## config.mk

```make
export PLATFORM = sky130hd
export DESIGN_NAME = id_stage_pipe
export DESIGN_NICKNAME = d
export VERILOG_FILES = /design/src/rtl/id_stage_pipe_pkg.sv /design/src/rtl/id_dec.sv /design/src/rtl/id_stage_pipe.sv
export SDC_FILE = /design/constraint.sdc
export NUM_CORES = 1
export LEC_CHECK = 0
export CAP_MARGIN = 5
export CORE_MARGIN = 8
export CORE_UTILIZATION = 47
export DETAILED_ROUTE_END_ITERATION = 8
export PLACE_DENSITY = 0.87
export REMOVE_ABC_BUFFERS = 1
export SETUP_SLACK_MARGIN = 0.2
export SYNTH_ARGS = -nofsm -noshare
export SYNTH_HDL_FRONTEND = slang
export SYNTH_HIERARCHICAL = 1
export SYNTH_SLANG_ARGS = --single-unit
```

## constraint.sdc

```tcl
create_clock -name clk -period 5.3 [get_ports clk]
set_input_delay 0.53 -clock clk [delete_from_list [all_inputs] [get_ports clk]]
set_output_delay 0.53 -clock clk [all_outputs]
set_load 0.005 [all_outputs]
```

## src/rtl/id_stage_pipe_pkg.sv

```systemverilog
// Shared decode constants for the ID stage: instruction groups, ALU ops, result selects,
// FSM encodings and the decoded-instruction bundle passed from id_dec to id_stage_pipe.
package id_stage_pipe_pkg;

    localparam logic [5:0] INS_OP_GRP_SPECIAL = 6'b000000;
    localparam logic [5:0] INS_OP_GRP_ANDI    = 6'b001100;
    localparam logic [5:0] INS_OP_GRP_ORI     = 6'b001101;
    localparam logic [5:0] INS_OP_GRP_XORI    = 6'b001110;
    localparam logic [5:0] INS_OP_GRP_LUI     = 6'b001111;

    localparam logic [5:0] INS_FUNC_GRP_SLL  = 6'b000000;
    localparam logic [5:0] INS_FUNC_GRP_SRL  = 6'b000010;
    localparam logic [5:0] INS_FUNC_GRP_SRA  = 6'b000011;
    localparam logic [5:0] INS_FUNC_GRP_SLLV = 6'b000100;
    localparam logic [5:0] INS_FUNC_GRP_SRLV = 6'b000110;
    localparam logic [5:0] INS_FUNC_GRP_SRAV = 6'b000111;
    localparam logic [5:0] INS_FUNC_GRP_MOVZ = 6'b001010;
    localparam logic [5:0] INS_FUNC_GRP_MOVN = 6'b001011;
    localparam logic [5:0] INS_FUNC_GRP_ADD  = 6'b100000;
    localparam logic [5:0] INS_FUNC_GRP_ADDU = 6'b100001;
    localparam logic [5:0] INS_FUNC_GRP_SUB  = 6'b100010;
    localparam logic [5:0] INS_FUNC_GRP_SUBU = 6'b100011;
    localparam logic [5:0] INS_FUNC_GRP_AND  = 6'b100100;
    localparam logic [5:0] INS_FUNC_GRP_OR   = 6'b100101;
    localparam logic [5:0] INS_FUNC_GRP_XOR  = 6'b100110;
    localparam logic [5:0] INS_FUNC_GRP_NOR  = 6'b100111;
    localparam logic [5:0] INS_FUNC_GRP_SLT  = 6'b101010;
    localparam logic [5:0] INS_FUNC_GRP_SLTU = 6'b101011;

    localparam logic [7:0] EXE_OP_NOP  = 8'b00000000;
    localparam logic [7:0] EXE_OP_AND  = 8'b00100100;
    localparam logic [7:0] EXE_OP_OR   = 8'b00100101;
    localparam logic [7:0] EXE_OP_XOR  = 8'b00100110;
    localparam logic [7:0] EXE_OP_NOR  = 8'b00100111;
    localparam logic [7:0] EXE_OP_SLL  = 8'b01111100;
    localparam logic [7:0] EXE_OP_SRL  = 8'b00000010;
    localparam logic [7:0] EXE_OP_SRA  = 8'b00000011;
    localparam logic [7:0] EXE_OP_MOVZ = 8'b00001010;
    localparam logic [7:0] EXE_OP_MOVN = 8'b00001011;
    localparam logic [7:0] EXE_OP_ADD  = 8'b00100000;
    localparam logic [7:0] EXE_OP_ADDU = 8'b00100001;
    localparam logic [7:0] EXE_OP_SUB  = 8'b00100010;
    localparam logic [7:0] EXE_OP_SUBU = 8'b00100011;
    localparam logic [7:0] EXE_OP_SLT  = 8'b00101010;
    localparam logic [7:0] EXE_OP_SLTU = 8'b00101011;

    localparam logic [2:0] EXE_RES_NOP   = 3'b000;
    localparam logic [2:0] EXE_RES_LOGIC = 3'b001;
    localparam logic [2:0] EXE_RES_SHIFT = 3'b010;
    localparam logic [2:0] EXE_RES_MOVE  = 3'b011;
    localparam logic [2:0] EXE_RES_ARITH = 3'b100;

    localparam logic [1:0] ST_RUN  = 2'd0;
    localparam logic [1:0] ST_HAZ  = 2'd1;
    localparam logic [1:0] ST_HOLD = 2'd2;

    typedef struct packed {
        logic [7:0]  alu_op;
        logic [2:0]  alu_sel;
        logic        reg0_read;
        logic        reg1_read;
        logic        sft;
        logic        imme_up;
        logic [4:0]  waddr;
        logic        wreg_base;
        logic [4:0]  rs;
        logic [4:0]  rt;
        logic [4:0]  shamt;
        logic [15:0] imm;
    } dec_t;

endpackage

```

## src/rtl/id_dec.sv

```systemverilog
// Purpose: combinational instruction decode into the dec_t bundle.
// Latency: 0 cycles (pure combinational).
// Backpressure: none; consumer decides when the result is used.
module id_dec
    import id_stage_pipe_pkg::*;
(
    input  logic [31:0] inst,
    output dec_t        dec
);

    logic [5:0] op;
    logic [5:0] funct;

    assign op    = inst[31:26];
    assign funct = inst[5:0];

    always_comb begin
        dec       = '0;
        dec.rs    = inst[25:21];
        dec.rt    = inst[20:16];
        dec.shamt = inst[10:6];
        dec.imm   = inst[15:0];
        case (op)
            INS_OP_GRP_SPECIAL: begin
                dec.waddr = inst[15:11];
                case (funct)
                    INS_FUNC_GRP_SLL, INS_FUNC_GRP_SRL, INS_FUNC_GRP_SRA: begin
                        // Immediate shifts read only rt; port 0 carries shamt instead.
                        if (inst[25:21] == 5'd0) begin
                            dec.reg1_read = 1'b1;
                            dec.sft       = 1'b1;
                            dec.alu_sel   = EXE_RES_SHIFT;
                            dec.wreg_base = 1'b1;
                            dec.alu_op    = (funct == INS_FUNC_GRP_SLL) ? EXE_OP_SLL :
                                            (funct == INS_FUNC_GRP_SRL) ? EXE_OP_SRL : EXE_OP_SRA;
                        end
                    end
                    default: begin
                        if (inst[10:6] == 5'd0) begin
                            dec.reg0_read = 1'b1;
                            dec.reg1_read = 1'b1;
                            dec.wreg_base = 1'b1;
                            case (funct)
                                INS_FUNC_GRP_AND:  begin dec.alu_op = EXE_OP_AND;  dec.alu_sel = EXE_RES_LOGIC; end
                                INS_FUNC_GRP_OR:   begin dec.alu_op = EXE_OP_OR;   dec.alu_sel = EXE_RES_LOGIC; end
                                INS_FUNC_GRP_XOR:  begin dec.alu_op = EXE_OP_XOR;  dec.alu_sel = EXE_RES_LOGIC; end
                                INS_FUNC_GRP_NOR:  begin dec.alu_op = EXE_OP_NOR;  dec.alu_sel = EXE_RES_LOGIC; end
                                INS_FUNC_GRP_SLLV: begin dec.alu_op = EXE_OP_SLL;  dec.alu_sel = EXE_RES_SHIFT; end
                                INS_FUNC_GRP_SRLV: begin dec.alu_op = EXE_OP_SRL;  dec.alu_sel = EXE_RES_SHIFT; end
                                INS_FUNC_GRP_SRAV: begin dec.alu_op = EXE_OP_SRA;  dec.alu_sel = EXE_RES_SHIFT; end
                                INS_FUNC_GRP_MOVZ: begin dec.alu_op = EXE_OP_MOVZ; dec.alu_sel = EXE_RES_MOVE;  end
                                INS_FUNC_GRP_MOVN: begin dec.alu_op = EXE_OP_MOVN; dec.alu_sel = EXE_RES_MOVE;  end
                                INS_FUNC_GRP_ADD:  begin dec.alu_op = EXE_OP_ADD;  dec.alu_sel = EXE_RES_ARITH; end
                                INS_FUNC_GRP_ADDU: begin dec.alu_op = EXE_OP_ADDU; dec.alu_sel = EXE_RES_ARITH; end
                                INS_FUNC_GRP_SUB:  begin dec.alu_op = EXE_OP_SUB;  dec.alu_sel = EXE_RES_ARITH; end
                                INS_FUNC_GRP_SUBU: begin dec.alu_op = EXE_OP_SUBU; dec.alu_sel = EXE_RES_ARITH; end
                                INS_FUNC_GRP_SLT:  begin dec.alu_op = EXE_OP_SLT;  dec.alu_sel = EXE_RES_ARITH; end
                                INS_FUNC_GRP_SLTU: begin dec.alu_op = EXE_OP_SLTU; dec.alu_sel = EXE_RES_ARITH; end
                                default: begin
                                    dec.reg0_read = 1'b0;
                                    dec.reg1_read = 1'b0;
                                    dec.wreg_base = 1'b0;
                                end
                            endcase
                        end
                    end
                endcase
            end
            INS_OP_GRP_ANDI, INS_OP_GRP_ORI, INS_OP_GRP_XORI, INS_OP_GRP_LUI: begin
                dec.reg0_read = 1'b1;
                dec.waddr     = inst[20:16];
                dec.wreg_base = 1'b1;
                dec.alu_sel   = EXE_RES_LOGIC;
                dec.imme_up   = (op == INS_OP_GRP_LUI);
                dec.alu_op    = (op == INS_OP_GRP_ANDI) ? EXE_OP_AND :
                                (op == INS_OP_GRP_XORI) ? EXE_OP_XOR : EXE_OP_OR;
            end
            default: ;
        endcase
    end

endmodule

```

## src/rtl/id_stage_pipe.sv

```systemverilog
// Purpose: MIPS decode stage with regfile read, forwarding, load-use stall and ID/EX register.
// Latency: 1 cycle from accepted instruction to out_vld.
// Backpressure: holds ID/EX contents while !ex_rdy; drops in_rdy on hazard, hold or flush.
module id_stage_pipe
    import id_stage_pipe_pkg::*;
#(
    parameter int DATA_W      = 32,
    parameter int NUM_FWD     = 2,
    parameter int ALU_OP_W    = 8,
    parameter int ALU_SEL_W   = 3,
    parameter int STALL_CNT_W = 16
) (
    input  logic                      clk,
    input  logic                      rst_,
    input  logic                      in_vld,
    output logic                      in_rdy,
    input  logic [31:0]               in_pc,
    input  logic [31:0]               in_inst,
    input  logic                      flush,
    output logic                      reg0_read,
    output logic [4:0]                reg0_addr,
    input  logic [DATA_W-1:0]         reg0_data,
    output logic                      reg1_read,
    output logic [4:0]                reg1_addr,
    input  logic [DATA_W-1:0]         reg1_data,
    input  logic [NUM_FWD-1:0]        fwd_wreg,
    input  logic [5*NUM_FWD-1:0]      fwd_waddr,
    input  logic [DATA_W*NUM_FWD-1:0] fwd_wdata,
    input  logic [NUM_FWD-1:0]        fwd_pend,
    input  logic                      ex_rdy,
    output logic                      out_vld,
    output logic [31:0]               out_pc,
    output logic [ALU_OP_W-1:0]       out_alu_op,
    output logic [ALU_SEL_W-1:0]      out_alu_sel,
    output logic [DATA_W-1:0]         out_reg0,
    output logic [DATA_W-1:0]         out_reg1,
    output logic [4:0]                out_waddr,
    output logic                      out_wreg,
    output logic [STALL_CNT_W-1:0]    stall_cnt
);

    dec_t                   dec;
    logic [1:0][4:0]        raddr;
    logic [1:0][DATA_W-1:0] rf_dat;
    logic [1:0][DATA_W-1:0] src_val;
    logic [1:0]             fwd_stall;
    logic [DATA_W-1:0]      imm_val;
    logic [DATA_W-1:0]      op0_nxt;
    logic [DATA_W-1:0]      op1_nxt;
    logic                   wreg_nxt;
    logic                   hazard;
    logic                   adv;
    logic                   accept;
    logic [1:0]             state_q;
    logic [1:0]             state_d;

    id_dec u_dec (
        .inst (in_inst),
        .dec  (dec)
    );

    assign raddr[0]  = dec.rs;
    assign raddr[1]  = dec.rt;
    assign rf_dat[0] = reg0_data;
    assign rf_dat[1] = reg1_data;

    assign reg0_addr = dec.rs;
    assign reg1_addr = dec.rt;
    assign reg0_read = rst_ && in_vld && dec.reg0_read;
    assign reg1_read = rst_ && in_vld && dec.reg1_read;

    // Scan oldest to youngest so the youngest matching stage overwrites the result.
    always_comb begin
        src_val   = '0;
        fwd_stall = '0;
        for (int p = 0; p < 2; p++) begin
            src_val[p] = rf_dat[p];
            for (int i = NUM_FWD - 1; i >= 0; i--) begin
                if (fwd_wreg[i] && (fwd_waddr[5*i +: 5] == raddr[p])) begin
                    src_val[p]   = fwd_wdata[DATA_W*i +: DATA_W];
                    fwd_stall[p] = fwd_pend[i];
                end
            end
            if (raddr[p] == 5'd0) begin
                src_val[p]   = '0;
                fwd_stall[p] = 1'b0;
            end
        end
    end

    always_comb begin
        if (dec.sft)
            imm_val = DATA_W'(dec.shamt);
        else if (dec.imme_up)
            imm_val = DATA_W'({dec.imm, 16'h0000});
        else
            imm_val = DATA_W'(dec.imm);
    end

    assign op0_nxt = dec.reg0_read ? src_val[0] : imm_val;
    assign op1_nxt = dec.reg1_read ? src_val[1] : imm_val;

    // Conditional moves decide on the forwarded rt value, not the stale regfile copy.
    always_comb begin
        wreg_nxt = dec.wreg_base;
        if (dec.alu_op == EXE_OP_MOVZ)
            wreg_nxt = (src_val[1] == '0);
        else if (dec.alu_op == EXE_OP_MOVN)
            wreg_nxt = (src_val[1] != '0);
    end

    assign hazard = in_vld && |(fwd_stall & {dec.reg1_read, dec.reg0_read});
    assign adv    = !out_vld || ex_rdy;
    assign in_rdy = rst_ && adv && !hazard && !flush;
    assign accept = in_vld && in_rdy;

    always_ff @(posedge clk or negedge rst_) begin
        if (!rst_) begin
            out_vld     <= 1'b0;
            out_pc      <= '0;
            out_alu_op  <= '0;
            out_alu_sel <= '0;
            out_reg0    <= '0;
            out_reg1    <= '0;
            out_waddr   <= '0;
            out_wreg    <= 1'b0;
        end else if (flush) begin
            out_vld <= 1'b0;
        end else if (accept) begin
            out_vld     <= 1'b1;
            out_pc      <= in_pc;
            out_alu_op  <= ALU_OP_W'(dec.alu_op);
            out_alu_sel <= ALU_SEL_W'(dec.alu_sel);
            out_reg0    <= op0_nxt;
            out_reg1    <= op1_nxt;
            out_waddr   <= dec.waddr;
            out_wreg    <= wreg_nxt;
        end else if (adv) begin
            out_vld <= 1'b0;
        end
    end

    always_comb begin
        if (flush)
            state_d = ST_RUN;
        else if (out_vld && !ex_rdy)
            state_d = ST_HOLD;
        else if (hazard)
            state_d = ST_HAZ;
        else
            state_d = ST_RUN;
    end

    always_ff @(posedge clk or negedge rst_) begin
        if (!rst_) begin
            state_q   <= ST_RUN;
            stall_cnt <= '0;
        end else begin
            state_q <= state_d;
            if ((state_q == ST_HAZ) && (stall_cnt != '1))
                stall_cnt <= stall_cnt + STALL_CNT_W'(1);
        end
    end

endmodule

```

== After elaboration in Yosys (flattened, before gate mapping) ==
Cells that the tools add are included.

* Logic and storage cells: 119
* Input bits: 211
* Flip-flop bits (word level): 132

* Mux-type cells: 45
* Equal/unequal tests: 29
* $add $sub $neg: 1
* Reduce and logical (&&, ||, !) cells: 32
* Bitwise gates (word level): 2

{| class="wikitable"
|+ Operators with widths
! operator !! count
|-
| $mux 32 || 10
|-
| $pmux 10 s15 || 1
|-
| $eq 6x6->1 const B || 10
|-
| $eq 6x4->1 const B || 6
|-
| $logic_not 32->1 || 1
|-
| $reduce_bool 32->1 || 1
|-
| $pmux 12 s2 || 1
|-
| $mux 11 || 2
|-
| $mux 1 || 21
|-
| $eq 5x5->1 || 4
|-
| $eq 6x3->1 const B || 3
|-
| $add 16x1->16 const B || 1
|-
| $eq 8x4->1 const B || 2
|-
| $mux 8 || 2
|-
| $ne 16x16->1 const B || 1
|-
| $logic_not 5->1 || 3
|-
| $reduce_or 15->1 || 1
|-
| $logic_and 1x1->1 || 14
|-
| $eq 6x2->1 const B || 2
|-
| $logic_not 6->1 || 2
|-
| $mux 12 || 1
|-
| $mux 2 || 6
|-
| $pmux 6 s2 || 1
|-
| $logic_not 1->1 || 4
|-
| other kinds (9) || 9
|}

== Longest topological paths before layout ==
* Depth after elaboration: 15
* Mapped depth: 15

== Cells and area by module ==
The synthesis kept the hierarchy.

{| class="wikitable"
|+ By module, submodules not included
! module !! instances !! cells each !! area an instance (µm²)
|-
| id_stage_pipe || 1 || 796 || 7557.2
|-
| id_dec || 1 || 113 || 810.8
|}

== Least setup slack after synthesis ==
OpenSTA, ideal clock, no wires.

* Path kind: input port to flip-flop
* Start point: in in_inst[29]
* End point: reg out_vld
* Arrival time: 3.156 ns
* Buffers on the path: 4
* Cell stages on the path: 13
* Setup time: 0.124 ns
* Slack: 2.020 ns
* Data required time: 5.176 ns
* Cells stage by stage: or4_4 a211oi_4 nand4_4 nand2_1 clkbuf_1 o21ai_1 a21oi_1 o21ai_1 and4_1 buf_4 buf_6 buf_6 or2_1

{| class="wikitable"
|+ RTL lines
! element !! RTL line !! RTL
|-
| start, declared || id_stage_pipe.sv:18 || <nowiki>input logic [31:0] in_inst,</nowiki>
|-
| end signal, assigned || id_stage_pipe.sv:119 || <nowiki>out_vld <= 1'b0;</nowiki>
|-
| end signal, assigned || id_stage_pipe.sv:128 || <nowiki>out_vld <= 1'b0;</nowiki>
|-
| end signal, assigned || id_stage_pipe.sv:130 || <nowiki>out_vld <= 1'b1;</nowiki>
|-
| end, declared || id_stage_pipe.sv:31 || <nowiki>output logic out_vld,</nowiki>
|}

==> metrics.txt <==
status=complete, no violations; routability cong.=0.953; simple-gate share of the synthesized area=17.3%; Startpoint Class=input pin; Clock Tree Buf Depth=2; utilization after layout=around 71%; vias per std cell=approximately 6.2; final hold vios=0; Period minus WS final=4.17 ns; gr usage total=30.0%; vias in the first global route=8837; CP startpoint=in_inst[7]; setup repair bufs after CTS=0; first-pass GRT wire length=slightly above 50000 um; Overflow after GRT=0; CTS Hold Buffers Added=0; max-slew headroom at the worst pin=approximately a quarter; Crit path top cell by count=clkdlybuf4s50_1; skew final=between 0.01 and 0.015 ns; TritonCTS clock tree=done; Sink Count=approximately 130; post-route cell area=approximately 12000 um2; DRT Wirelength=between 30000 and 40000 um; ant diodes=0; setup violators final=0; Clock transition at path regs=0.06 ns; total I/O pin count=~350; layout cells sized above 1=10.9%; crit path DAT=about 3.6 ns; RSZ-0062 raised after global routing=false; via count=8874; Root Driver=clkbuf_16; count of pins over their slew limit=0; ys async rst share=100%; post-route ant nets=0; leak pwr=~4.7 nW; CP Max Fanout=9; Ys Warns=6; Core Area=~17000 um2; I/O Buffers=roughly 350; Crit path largest cell delay=between 0.6 and 0.7 ns; Layout Area Growth over Synthesis=48.2%; post-synthesis mux area share=a little over a tenth; Avg Inst Size Synth=about 9 um2; Total Nets Final=1402; synthesized instance count=a little over 900; main combinational cell family by area after synthesis=compound AO/OA/AOI/OAI gates; initial DRC count=789; Place WS=around 1.0 ns; WS Path Type=input pin to primary output; placed cell area=about 12000 um2; Final WS setup=1.13 ns; DIE WIDTH=~150 um; die area=between 20000 and 25000 um2; Hold WC Path Type=input pin to asynchronous set/reset pin; height of the die=~150 um; DRC viols=0; Reg2Reg Launch Point=out_vld; Max Fclk=between 200 and 250 MHz; Adder-Cell Fraction of Synth Area=less than 1%; Post-synth EDFFs=0; post-CTS sizing=0; Seq/Total Area, Yosys=39.5%; Rows=48; starting density of the core=48.2%; ys flop type=dfrtp_1; Worst VDD drop=0.217 mV; Max Cap Viol=0; Yosys reg bits=around 130; antenna violations before repair=2; XOR/XNOR Fraction of Synth Area=3.75%; Clock Latency Late Sink=0.42 ns; slowest stage cell, crit path=or4_1; critical path cell sequence=clkdlybuf4s50_1 -> or4_1 -> nor2_2 -> nand4_4 -> nand2_1 -> o21ai_4 -> a21oi_1 -> o21ai_1 -> and3_1 -> clkdlybuf4s50_1; Worst-Margin Slew=between 1 and 1.5 ns; H-tree Lvls=4; TritonRoute pass-1 iters=5; mapped cell area=between 8000 and 9000 um2; cts bufs inserted=17; Compound-Gate Fraction of Synth Area=20.2%; Yosys cell types=60; crit path capture type=primary output; Req. time, crit path=about 4.8 ns; crit share post-route=between 70% and 80%; PD cells=roughly 280 nW/um2; DR WL/cell=around 24 um; largest net degree at the start of global routing=83; Post-DP HPWL=roughly 26000 um
## registers in the layout, indices dropped and copies added (netlist names)
| name | cells |
|---|---|
| out_reg1 | 32 |
| out_alu_op | 8 |
| out_alu_sel | 3 |
| out_pc | 32 |
| out_vld | 1 |
| state_q | 2 |
| out_wreg | 1 |
| out_reg0 | 32 |
| stall_cnt | 16 |
| out_waddr | 5 |
## cells by family (layout without fill, tap and decap cells)
| kind of cell | after synthesis | in the layout |
|---|---|---|
| AOI/OAI and AO/OA | 259 | 259 |
| xor gates and xnor gates | 35 | 35 |
| adders and majority gates | 1 | 1 |
| buffers and inverters | 119 | 412 |
| DFF | 132 | 132 |
| muxes | 85 | 85 |
| other | 1 | 1 |
| and+or+nand+nor | 277 | 277 |
## Yosys cell counts, types with 23 or more instances
cell type    n  area, um2
nand2_1     23       86.3
mux2i_1     34        340
dfrtp_1    132       3300
a21oi_1     93        465
nand4_1     45        282
a311oi_1    32        280
a22oi_1     34        255
nor3_1      41        205
buf_4       48        360
a211oi_1    27        203
clkbuf_1    45        169
nor2_1     102        383
o21ai_0     41        205
mux2_2      51        574
## report_power, final
group | internal, W | leakage [nW] | switching, W | total [W]
combinational | 0.000536 | 2.74 | 0.000391 | 0.000927
clock | 0.000805 | 0.308 | 0.000480 | 0.00129
sequential | 0.00115 | 1.61 | 0.0000833 | 0.00124
## path summary, 6_finish.rpt
kind,depth (start not counted),endpoint,slack [ns]
setup / recovery,10,in_rdy,1.13
hold / removal,1,out_reg0[21],0.14
setup reg to reg,5,out_pc[29],3.07
hold reg to reg,1,out_reg0[2],0.49
max in group asynchronous,2,out_reg0[7],3.93
min in group clk,1,out_reg0[2],0.49
## cells in the final DEF, fill, tap and decap left out, drive strengths merged, types with 8 or more instances in the layout
| cell type | Yosys | layout |
|---|---|---|
| inv | 8 | 11 |
| nand4 | 46 | 46 |
| nor3 | 43 | 43 |
| clkbuf | 45 | 18 |
| o21ai | 49 | 49 |
| mux2 | 51 | 51 |
| xor2 | 14 | 14 |
| a21oi | 94 | 94 |
| nor2 | 104 | 104 |
| a211oi | 28 | 28 |
| dfrtp | 132 | 132 |
| xnor2 | 21 | 21 |
| clkdlybuf4s50 | 0 | 352 |
| nor3b | 8 | 8 |
| nand3 | 9 | 9 |
| a311oi | 32 | 32 |
| nor4 | 13 | 13 |
| a22oi | 34 | 34 |
| mux2i | 34 | 34 |
| nand2 | 23 | 23 |
| buf | 66 | 21 |
## metal layers
| metal | up-vias | wire length, um | GRT usage, % |
|---|---|---|---|
| li1 | 3920 | - | - |
| met2 | 580 | 16700 | 50.2 |
| met5 | - | 22 | 0 |
| met4 | 4 | 1150 | 11.8 |
| met1 | 4279 | 12800 | 35.8 |
| met3 | 91 | 3940 | 8.70 |
## worst max-delay path, delay by kind of cell
family | cells | cell delay, ns
simple gates | 5 | 1.70
buf+inv | 2 | 1.06
compound gates | 3 | 0.34
## area by class of cell
class / instances / area (um2)
Fill cell: 1338 / 4960
Multi-Input combinational cell: 658 / 4440
Timing Repair Buffer: 373 / 3710
Sequential cell: 132 / 3300
Clock buffer: 18 / 439
Tap cell: 225 / 282
Clock inverter: 13 / 198
Inverter: 8 / 30.0
## per-stage QoR
stage | power [W] | std cells | hold WS [ns] | TNS, ns
after detailed placement | 0.00217 | 1396 | 0.486 | 0
after global placement | 0.00215 | 1396 | 0.479 | 0
after global routing | 0.00358 | 1427 | 0.204 | 0
final | 0.00345 | 1427 | 0.138 | 0
after floorplan | 0.00152 | 798 | 0.234 | -164.95
after CTS | 0.00347 | 1427 | 0.184 | 0
No activity file was read; power rests on OpenSTA's default activity.
